<file path="config.mk">
export PLATFORM = sky130hd
export DESIGN_NAME = seven_seg_scanner_n
export DESIGN_NICKNAME = d
export VERILOG_FILES = /design/src/rtl/seven_seg_pkg.sv /design/src/rtl/seven_seg_hex_decoder.sv /design/src/rtl/seven_seg_scanner_n.sv
export SDC_FILE = /design/constraint.sdc
export NUM_CORES = 1
export LEC_CHECK = 0
export ABC_CLOCK_PERIOD_IN_PS = 1960
export CORE_MARGIN = 4
export CORE_UTILIZATION = 40
export CTS_CLUSTER_DIAMETER = 40
export DETAILED_ROUTE_END_ITERATION = 6
export HOLD_SLACK_MARGIN = 0.08
export PLACE_DENSITY = 0.73
export SETUP_SLACK_MARGIN = 0.3
export SLEW_MARGIN = 30
export SYNTH_ARGS = -nofsm -noshare
export SYNTH_HDL_FRONTEND = slang
export SYNTH_SLANG_ARGS = --single-unit
</file>
<file path="constraint.sdc">
create_clock -name div_clock -period 1.96 [get_ports div_clock]
set_input_delay 0.392 -clock div_clock [delete_from_list [all_inputs] [get_ports div_clock]]
set_output_delay 0.392 -clock div_clock [all_outputs]
set_load 0.05 [all_outputs]
</file>
<file path="src/rtl/seven_seg_pkg.sv">
// Shared definitions for the seven-segment scanner: segment width,
// segment bit positions and the hex-to-segment lookup.
package seven_seg_pkg;

    localparam int SEG_W = 7;

    // Bit positions inside a segment vector {g,f,e,d,c,b,a}
    localparam int SEG_A = 0;
    localparam int SEG_B = 1;
    localparam int SEG_C = 2;
    localparam int SEG_D = 3;
    localparam int SEG_E = 4;
    localparam int SEG_F = 5;
    localparam int SEG_G = 6;

    // Active-high segment pattern for one hex nibble
    function automatic logic [SEG_W-1:0] hex_to_seg(input logic [3:0] nib);
        logic [SEG_W-1:0] pattern;
        case (nib)
            4'h0:    pattern = 7'h3F;
            4'h1:    pattern = 7'h06;
            4'h2:    pattern = 7'h5B;
            4'h3:    pattern = 7'h4F;
            4'h4:    pattern = 7'h66;
            4'h5:    pattern = 7'h6D;
            4'h6:    pattern = 7'h7D;
            4'h7:    pattern = 7'h07;
            4'h8:    pattern = 7'h7F;
            4'h9:    pattern = 7'h6F;
            4'hA:    pattern = 7'h77;
            4'hB:    pattern = 7'h7C;
            4'hC:    pattern = 7'h39;
            4'hD:    pattern = 7'h5E;
            4'hE:    pattern = 7'h79;
            4'hF:    pattern = 7'h71;
            default: pattern = 7'h00;
        endcase
        return pattern;
    endfunction

endpackage

</file>
<file path="src/rtl/seven_seg_hex_decoder.sv">
// Combinational hex nibble to active-high segment decoder.
import seven_seg_pkg::*;

module seven_seg_hex_decoder (
    input  logic [3:0]       nib,
    output logic [SEG_W-1:0] seg
);

    // Table lookup; polarity is applied by the caller
    always_comb begin
        seg = hex_to_seg(nib);
    end

endmodule

</file>
<file path="src/rtl/seven_seg_scanner_n.sv">
// Time-multiplexed common-anode 7-segment scanner with frame snapshot,
// leading-zero blanking, PWM brightness and selectable pin polarity.
// Pipeline: counters (A) -> registered counters (B) -> output regs (C),
// so counter state reaches the pins two cycles later.
import seven_seg_pkg::*;

module seven_seg_scanner_n #(
    parameter int  NUM_DIGITS       = 4,
    parameter int  BRIGHT_W         = 2,
    parameter bit  ANODE_ACTIVE_LOW = 1'b1,
    parameter bit  SEG_ACTIVE_LOW   = 1'b1,
    localparam int SEL_W            = $clog2(NUM_DIGITS)
) (
    input  logic                    div_clock,
    input  logic                    reset,
    input  logic                    enable,
    input  logic [4*NUM_DIGITS-1:0] value,
    input  logic [NUM_DIGITS-1:0]   dp,
    input  logic [NUM_DIGITS-1:0]   digit_mask,
    input  logic                    blank_leading,
    input  logic [BRIGHT_W-1:0]     brightness,
    output logic [NUM_DIGITS-1:0]   an,
    output logic [SEG_W-1:0]        seg,
    output logic                    dp_out,
    output logic [SEL_W-1:0]        digit_sel,
    output logic                    frame_done
);

    localparam logic [BRIGHT_W-1:0]   DWELL_MAX  = {BRIGHT_W{1'b1}};
    localparam logic [BRIGHT_W-1:0]   DWELL_ZERO = {BRIGHT_W{1'b0}};
    localparam logic [SEL_W-1:0]      IDX_LAST   = SEL_W'(NUM_DIGITS - 1);
    localparam logic [SEL_W-1:0]      IDX_ZERO   = {SEL_W{1'b0}};
    localparam logic [NUM_DIGITS-1:0] AN_OFF     = ANODE_ACTIVE_LOW ? {NUM_DIGITS{1'b1}} : {NUM_DIGITS{1'b0}};
    localparam logic [SEG_W-1:0]      SEG_OFF    = SEG_ACTIVE_LOW ? {SEG_W{1'b1}} : {SEG_W{1'b0}};
    localparam logic                  DP_OFF     = SEG_ACTIVE_LOW;

    // Stage A counters
    logic [BRIGHT_W-1:0]     dwell_r;
    logic [SEL_W-1:0]        idx_r;
    logic                    load_s;

    // Frame snapshot
    logic [4*NUM_DIGITS-1:0] snap_value_r;
    logic [NUM_DIGITS-1:0]   snap_dp_r;
    logic [NUM_DIGITS-1:0]   snap_mask_r;
    logic [BRIGHT_W-1:0]     snap_bright_r;
    logic [NUM_DIGITS-1:0]   snap_blank_r;
    logic [NUM_DIGITS-1:0]   blank_s;
    logic                    zero_run_s;

    // Stage B
    logic [BRIGHT_W-1:0]     dwell_b_r;
    logic [SEL_W-1:0]        idx_b_r;
    logic                    en_b_r;

    // Stage C next-state
    logic [3:0]              nib_s;
    logic [SEG_W-1:0]        seg_hi_s;
    logic [NUM_DIGITS-1:0]   onehot_s;
    logic                    lit_s;
    logic [NUM_DIGITS-1:0]   an_next_s;
    logic [SEG_W-1:0]        seg_next_s;
    logic                    dp_next_s;
    logic                    fd_next_s;

    assign load_s = enable & (idx_r == IDX_ZERO) & (dwell_r == DWELL_ZERO);

    // Dwell/digit counters; both freeze while enable is low
    always_ff @(posedge div_clock or posedge reset) begin
        if (reset) begin
            dwell_r <= DWELL_ZERO;
            idx_r   <= IDX_ZERO;
        end else if (enable) begin
            if (dwell_r == DWELL_MAX) begin
                dwell_r <= DWELL_ZERO;
                idx_r   <= (idx_r == IDX_LAST) ? IDX_ZERO : idx_r + SEL_W'(1);
            end else begin
                dwell_r <= dwell_r + BRIGHT_W'(1);
            end
        end
    end

    // Leading-zero blank vector: a digit blanks only if it and every digit above it are zero
    always_comb begin
        zero_run_s = 1'b1;
        blank_s    = {NUM_DIGITS{1'b0}};
        for (int k = NUM_DIGITS - 1; k >= 1; k--) begin
            zero_run_s = zero_run_s & (value[4*k +: 4] == 4'h0);
            blank_s[k] = blank_leading & zero_run_s;
        end
    end

    // Capture all display inputs once per frame so a frame is always coherent
    always_ff @(posedge div_clock or posedge reset) begin
        if (reset) begin
            snap_value_r  <= {(4*NUM_DIGITS){1'b0}};
            snap_dp_r     <= {NUM_DIGITS{1'b0}};
            snap_mask_r   <= {NUM_DIGITS{1'b0}};
            snap_bright_r <= {BRIGHT_W{1'b0}};
            snap_blank_r  <= {NUM_DIGITS{1'b0}};
        end else if (load_s) begin
            snap_value_r  <= value;
            snap_dp_r     <= dp;
            snap_mask_r   <= digit_mask;
            snap_bright_r <= brightness;
            snap_blank_r  <= blank_s;
        end
    end

    // Stage B: counter state aligned with the snapshot it will be shown with
    always_ff @(posedge div_clock or posedge reset) begin
        if (reset) begin
            dwell_b_r <= DWELL_ZERO;
            idx_b_r   <= IDX_ZERO;
            en_b_r    <= 1'b0;
        end else begin
            dwell_b_r <= dwell_r;
            idx_b_r   <= idx_r;
            en_b_r    <= enable;
        end
    end

    assign nib_s = snap_value_r[{idx_b_r, 2'b00} +: 4];

    seven_seg_hex_decoder u_decoder (
        .nib (nib_s),
        .seg (seg_hi_s)
    );

    // Next pin values: one digit lit during its PWM on-time, everything dark otherwise
    always_comb begin
        onehot_s = {NUM_DIGITS{1'b0}};
        for (int k = 0; k < NUM_DIGITS; k++) begin
            onehot_s[k] = (idx_b_r == SEL_W'(k));
        end
        lit_s = en_b_r & snap_mask_r[idx_b_r] & ~snap_blank_r[idx_b_r]
              & (dwell_b_r <= snap_bright_r);
        if (lit_s) begin
            an_next_s  = ANODE_ACTIVE_LOW ? ~onehot_s : onehot_s;
            seg_next_s = SEG_ACTIVE_LOW ? ~seg_hi_s : seg_hi_s;
            dp_next_s  = SEG_ACTIVE_LOW ? ~snap_dp_r[idx_b_r] : snap_dp_r[idx_b_r];
        end else begin
            an_next_s  = AN_OFF;
            seg_next_s = SEG_OFF;
            dp_next_s  = DP_OFF;
        end
        fd_next_s = en_b_r & (idx_b_r == IDX_LAST) & (dwell_b_r == DWELL_MAX);
    end

    // Stage C: registered pin drivers
    always_ff @(posedge div_clock or posedge reset) begin
        if (reset) begin
            an         <= AN_OFF;
            seg        <= SEG_OFF;
            dp_out     <= DP_OFF;
            digit_sel  <= IDX_ZERO;
            frame_done <= 1'b0;
        end else begin
            an         <= an_next_s;
            seg        <= seg_next_s;
            dp_out     <= dp_next_s;
            digit_sel  <= idx_b_r;
            frame_done <= fd_next_s;
        end
    end

endmodule
</file>
## Word-level counts from Yosys, hierarchy flattened

Memories as Yosys holds them, arrays and structs flattened.
Cells that the tools add are included.

- Register bits: 53
- ROM bits: 112
- Input bits: 30
- Output and inout port bits: 15
- Logic and storage cells: 61
- Memories kept: 1

- Add/subtract/negate cells: 2
- Magnitude comparators: 2
- Equal/unequal tests: 6
- Shifts and indexed selects: 1
- Multiplexer cells: 11
- Bitwise logic cells: 16
- Reduce and logical (&&, ||, !) cells: 7

Memory list:

| name | words | bits a word | rd ports | clocked after Yosys merged registers in | wr ports | line | text |
|---|---|---|---|---|---|---|---|
| (no name shown) | 16 | 7 | 1 | 0 | 0 | seven_seg_pkg.sv:19 | `case (nib)` |

Operator list:

| operator | count |
|---|---|
| 16-bit by 5-bit variable part select with 4-bit output | 1 |
| 1-bit AND | 12 |
| 4-bit zero test | 3 |
| 2-bit == test (second input constant) | 5 |
| 7-bit 2-to-1 mux | 1 |
| 7-bit inverter | 1 |
| 1-bit binary-select mux with 2-bit select | 3 |
| 2-bit zero test | 3 |
| 2-bit by 1-bit adder with 2-bit output (second input constant) | 2 |
| 1-bit 2-to-1 mux | 4 |
| 2-bit 2-to-1 mux | 2 |
| 4-bit 2-to-1 mux | 1 |
| 4-bit inverter | 1 |
| 2-bit by 3-bit < comparator with 1-bit output (second input constant) | 1 |
| 2-bit by 1-bit == test with 1-bit output (second input constant) | 1 |
| 2-bit less-or-equal comparator | 1 |
| 1-bit inverter | 2 |
| 2-bit AND reduction | 1 |

## Depth between registers and ports, before layout

- Depth in word-level cells: 6
- Depth in mapped cells: 9
- Gate-level depth less buffers: 7

## Hierarchy

From an unflattened synthesis, not the netlist that was laid out.

- Cell total of the unflattened synthesis: 187
- Area, all modules: 2549.9 µm²

Modules (own cells, without submodules):

| module | times used | cells an instance | area each (µm²) | sequential area each (µm²) |
|---|---|---|---|---|
| seven_seg_scanner_n | 1 | 154 | 2259.7 | 1341.3 |
| seven_seg_hex_decoder | 1 | 33 | 290.3 | 0.0 |

## Least setup slack after synthesis

No wires, ideal clock.

- Path kind: register to register
- Start: reg idx_b_r[0]
- End: reg seg[0]
- Library setup time: 0.086 ns
- Data arrival time: 1.954 ns
- Data required time: 1.874 ns
- Slack: -0.080 ns
- Cell stages (with the launch flop): 8
- Buffers on the path: 1
- Clock period less this slack: 2.040 ns
- Cells stage by stage: dfrtp_1 > buf_4 > mux4_2 > inv_1 > ha_1 > nor2_1 > a22o_1 > o31ai_2

- Word-level cells in the longest chain between the ends: 6
- Elaborated cells between the ends (all ways): 12
- Those cells by class: shift: 1; mux: 5; bitwise: 5; memory: 1

RTL lines:

| item | line | text |
|---|---|---|
| start: declaration | seven_seg_scanner_n.sv:53 | `logic [SEL_W-1:0] idx_b_r;` |
| start signal: assignment | seven_seg_scanner_n.sv:118 | `idx_b_r <= idx_r;` |
| branches (longest 5 deep; another with memory read 16 x 7 bit) | - |  |
| 7-bit 2-to-1 mux * | seven_seg_scanner_n.sv:138 | `if (lit_s) begin` |
| via seg_next_s[0] | seven_seg_scanner_n.sv:62 | `logic [SEG_W-1:0] seg_next_s;` |
| end signal: assignment | seven_seg_scanner_n.sv:160 | `seg <= seg_next_s;` |
| end: declaration | seven_seg_scanner_n.sv:23 | `output logic [SEG_W-1:0] seg,` |

Mark *: on every way through the listed nets, which the timed path passes. The select of a mux whose other input is x is not followed.
A chain may end at the register's enable or synchronous reset.

## Worst setup path after layout

Ends and elaborated chain as after synthesis.

==> flow_metrics.tcl <==
set metrics [dict create \
    status "finished, final reports clean" \
    antenna_found_initial 0 \
    cp-end-kind "register" \
    post-route-period-util 0.9397 \
    syn-num-nets 227 \
    crit_fanout 4 \
    critPathLaunch "idx_b_r[0]$_DFF_PP0_" \
    fin_ws_ns 0.1183 \
    fin_tns_setup_ns 0 \
    rsz0062_at_grt "true" \
    async_reset_ff_frac 1.000 \
    drtIter0Drc 55 \
    final_core_util 0.5681 \
    worstSetupPathType "register to register" \
    pwr_density_cell_mw_per_mm2 1758 \
    yosys.cell_types.count 39 \
    cell_internal_pwr_mw 3.680 \
    drt-vias-per-instance 5.021 \
    die_height_um 86.90 \
    port_buffers 44 \
    fmax_mhz 543.0 \
    finalSetupViolCount 0 \
    hpwl_um 3401 \
    grt_max_degree 34 \
    power_frac_seq 0.307 \
    irDropWorstVdd_v 0.0008600 \
    die-area_mm2 0.007551 \
    cts_hold_buf 0 \
    p_comb_frac 0.589 \
    numCtsBuffers 5 \
    htreeDepth 2 \
    syn_inst 185 \
    power_leakage_nw 1.482 \
    post_dp_cell_area_mm2 0.003082 \
    grt_first_pass_wirelength_um 8010 \
    place.gp.congestion 0.8056 \
    drt-pass1-iter-count 4 \
    switching_share 0.3848 \
    clockBufferDepth 2 \
    fp.dieW_um 86.90 \
    ys_seq_elements 53 \
    via_count 1662 \
    whs_ns 0.3229 \
    coreArea_mm2 0.005991 \
    postRouteAntennaNets 0 \
    rows 28 \
    startpoint_type "register" \
    clkPwrFrac 0.104 \
    design_area_mm2 0.003403 \
    layout-drive-gt1-share 0.4414 \
    post-route-min-period_ns 1.842 \
    final_net_count 297 \
    wl_um 4875 \
    overflow 0 \
    worstSkewPairLatency_ns 0.30 \
    antenna_cells 0 \
    wl_per_cell_um 14.73 \
    syn_avg_cell_area_um2 13.46 \
    skew_ns 0.005823 \
    clk_pin_slew_ns 0.09 \
    ys.flop_type "dfrtp_1" \
    cts_tree "built" \
    maxSlewViolCount 0 \
    yosysSeqAreaShare 0.5387 \
    slew_headroom 0.6784 \
    place_ws_ns 0.06465 \
    cp.arrival_ns 2.07 \
    r2r-start "idx_b_r[0]$_DFF_PP0_" \
    syn_area_mm2 0.002490 \
    cap_violations 0 \
    worst_pin_slew_ns 0.4844 \
    drc 0 \
    hp-class "input pin to asynchronous set/reset pin" \
    synth_edf_count 0 \
    start_util 0.4156 \
    syn2layout_area_growth_pct 36.68 \
    grt_use_total 0.1366 \
    cts-root-buf "clkbuf_8" \
    ys_warn_count 0 \
    critPathRequiredTime_ns 2.19 \
    grt_pass1_vias 1651 \
    power.switching_mw 2.301 \
    hold_viol_final 0 \
    io_pins 45 \
    clock_sinks 53 \
]
[cell type report]
type                            count  area, um2
Fill cell                         510       2587
Sequential cell                    53       1343
Multi-Input combinational cell    111       1135
Timing Repair Buffer               72      693.2
Tap cell                           75      93.84
Clock buffer                        6      82.58
Inverter                           12      47.55
Clock inverter                      2      8.758
[power by group through the flow]
stage	clock, mW	combinational (mW)	sequential (mW)
2_1_floorplan	0	1.97	2.04
3_3_place_gp	0	2.76	1.84
3_5_place_dp	0	2.81	1.85
4_1_cts	0.643	3.27	1.83
5_1_grt	0.681	3.85	1.89
6_report	0.624	3.52	1.84
[placed cells by master, fill, tap and decap left out, types with 2 or more instances in the layout]
master,count
a211oi_2,2
a22o_1,2
nand3_1,5
ha_4,3
mux2_4,2
o21ai_0,3
mux4_2,4
buf_12,4
clkdlybuf4s50_1,29
nor2_1,3
xor2_1,2
nor2b_1,2
inv_1,9
inv_2,2
nor2b_2,2
dfstp_2,12
buf_6,5
a21o_1,2
nor4_1,2
dfrtp_1,40
nand2_1,8
ha_1,9
nand3b_1,4
o211ai_1,2
buf_4,30
dlygate4sd2_1,3
o221ai_1,2
or4_1,2
mux2_2,29
mux2i_1,5
mux2i_2,2
clkbuf_8,6
[synth_stat cells (3+ instances only)]
cell       n  area, um2
mux2i_1    6      60.06
dfstp_2   12      315.3
mux2_2    29      326.6
dfrtp_1   41       1026
nand3b_1   4      30.03
nor2_1     3      11.26
ha_1      12      150.1
nor2b_1    4      25.02
o21ai_0    4      20.02
mux4_2     4      90.09
nand3_1    5      25.02
inv_1     12      45.04
o221ai_1   3      26.28
nand2_1    8      30.03
buf_1      3      11.26
[repair_timing]
action,4_1_cts,5_1_grt
cloned,0,1
resized for setup,17,10
hold endpoints to repair,0,0
buffers inserted,12,5
endpoints found under the setup margin,10,12
pin swaps,5,0
[logic make-up (layout without fill, tap and decap cells)]
group,count (synthesis),after routing,synth area share
AOI/OAI and AO/OA,21,21,0.06784
xor gates and xnor gates,2,2,0.007036
and+or+nand+nor,34,34,0.07688
muxes,42,42,0.2090
DFF,53,53,0.5387
adders and majority gates,12,12,0.06030
buffers and inverters,21,92,0.04020
[sequential cells by signal, indices dropped and copies added, names as in the netlist]
signal         count
an                 4
digit_sel          2
dp_out             1
dwell_b_r          2
dwell_r            2
en_b_r             1
frame_done         1
idx_b_r            2
idx_r              2
seg                7
snap_blank_r       3
snap_bright_r      2
snap_dp_r          4
snap_mask_r        4
snap_value_r      16
[critical path: stages (launching register included)]
cell,delay [ns]
dfrtp_1,0.42
mux4_2,0.42
inv_4,0.07
ha_4,0.16
or4b_4,0.52
o41ai_4,0.07
o31ai_2,0.11
[per-layer routing]
layer,wire [um],vias up,GRT usage
li1,-,802,-
met1,2149,803,0.1834
met2,2321,48,0.2063
met3,272,9,0.03027
met4,131,0,0.07224
met5,0,-,0
[worst paths after layout]
path / end / slack (ns) / cells after the start
setup / recovery: seg[0]$_DFF_PP1_ / 0.12 / 6
hold / removal: snap_mask_r[2]$_DFFE_PP0P_ / 0.32 / 2
setup reg to reg: seg[0]$_DFF_PP1_ / 0.12 / 6
hold reg to reg: dwell_b_r[0]$_DFF_PP0_ / 0.42 / 0
max in group asynchronous: seg[6]$_DFF_PP1_ / 1.15 / 3
min in group div_clock: dwell_b_r[0]$_DFF_PP0_ / 0.42 / 0
[through the flow]
stage,power [mW],instances
6_report,5.981,331
5_1_grt,6.421,331
4_1_cts,5.744,325
3_5_place_dp,4.665,305
3_3_place_gp,4.602,305
2_1_floorplan,4.008,185
(Power assumes the default switching activity.)
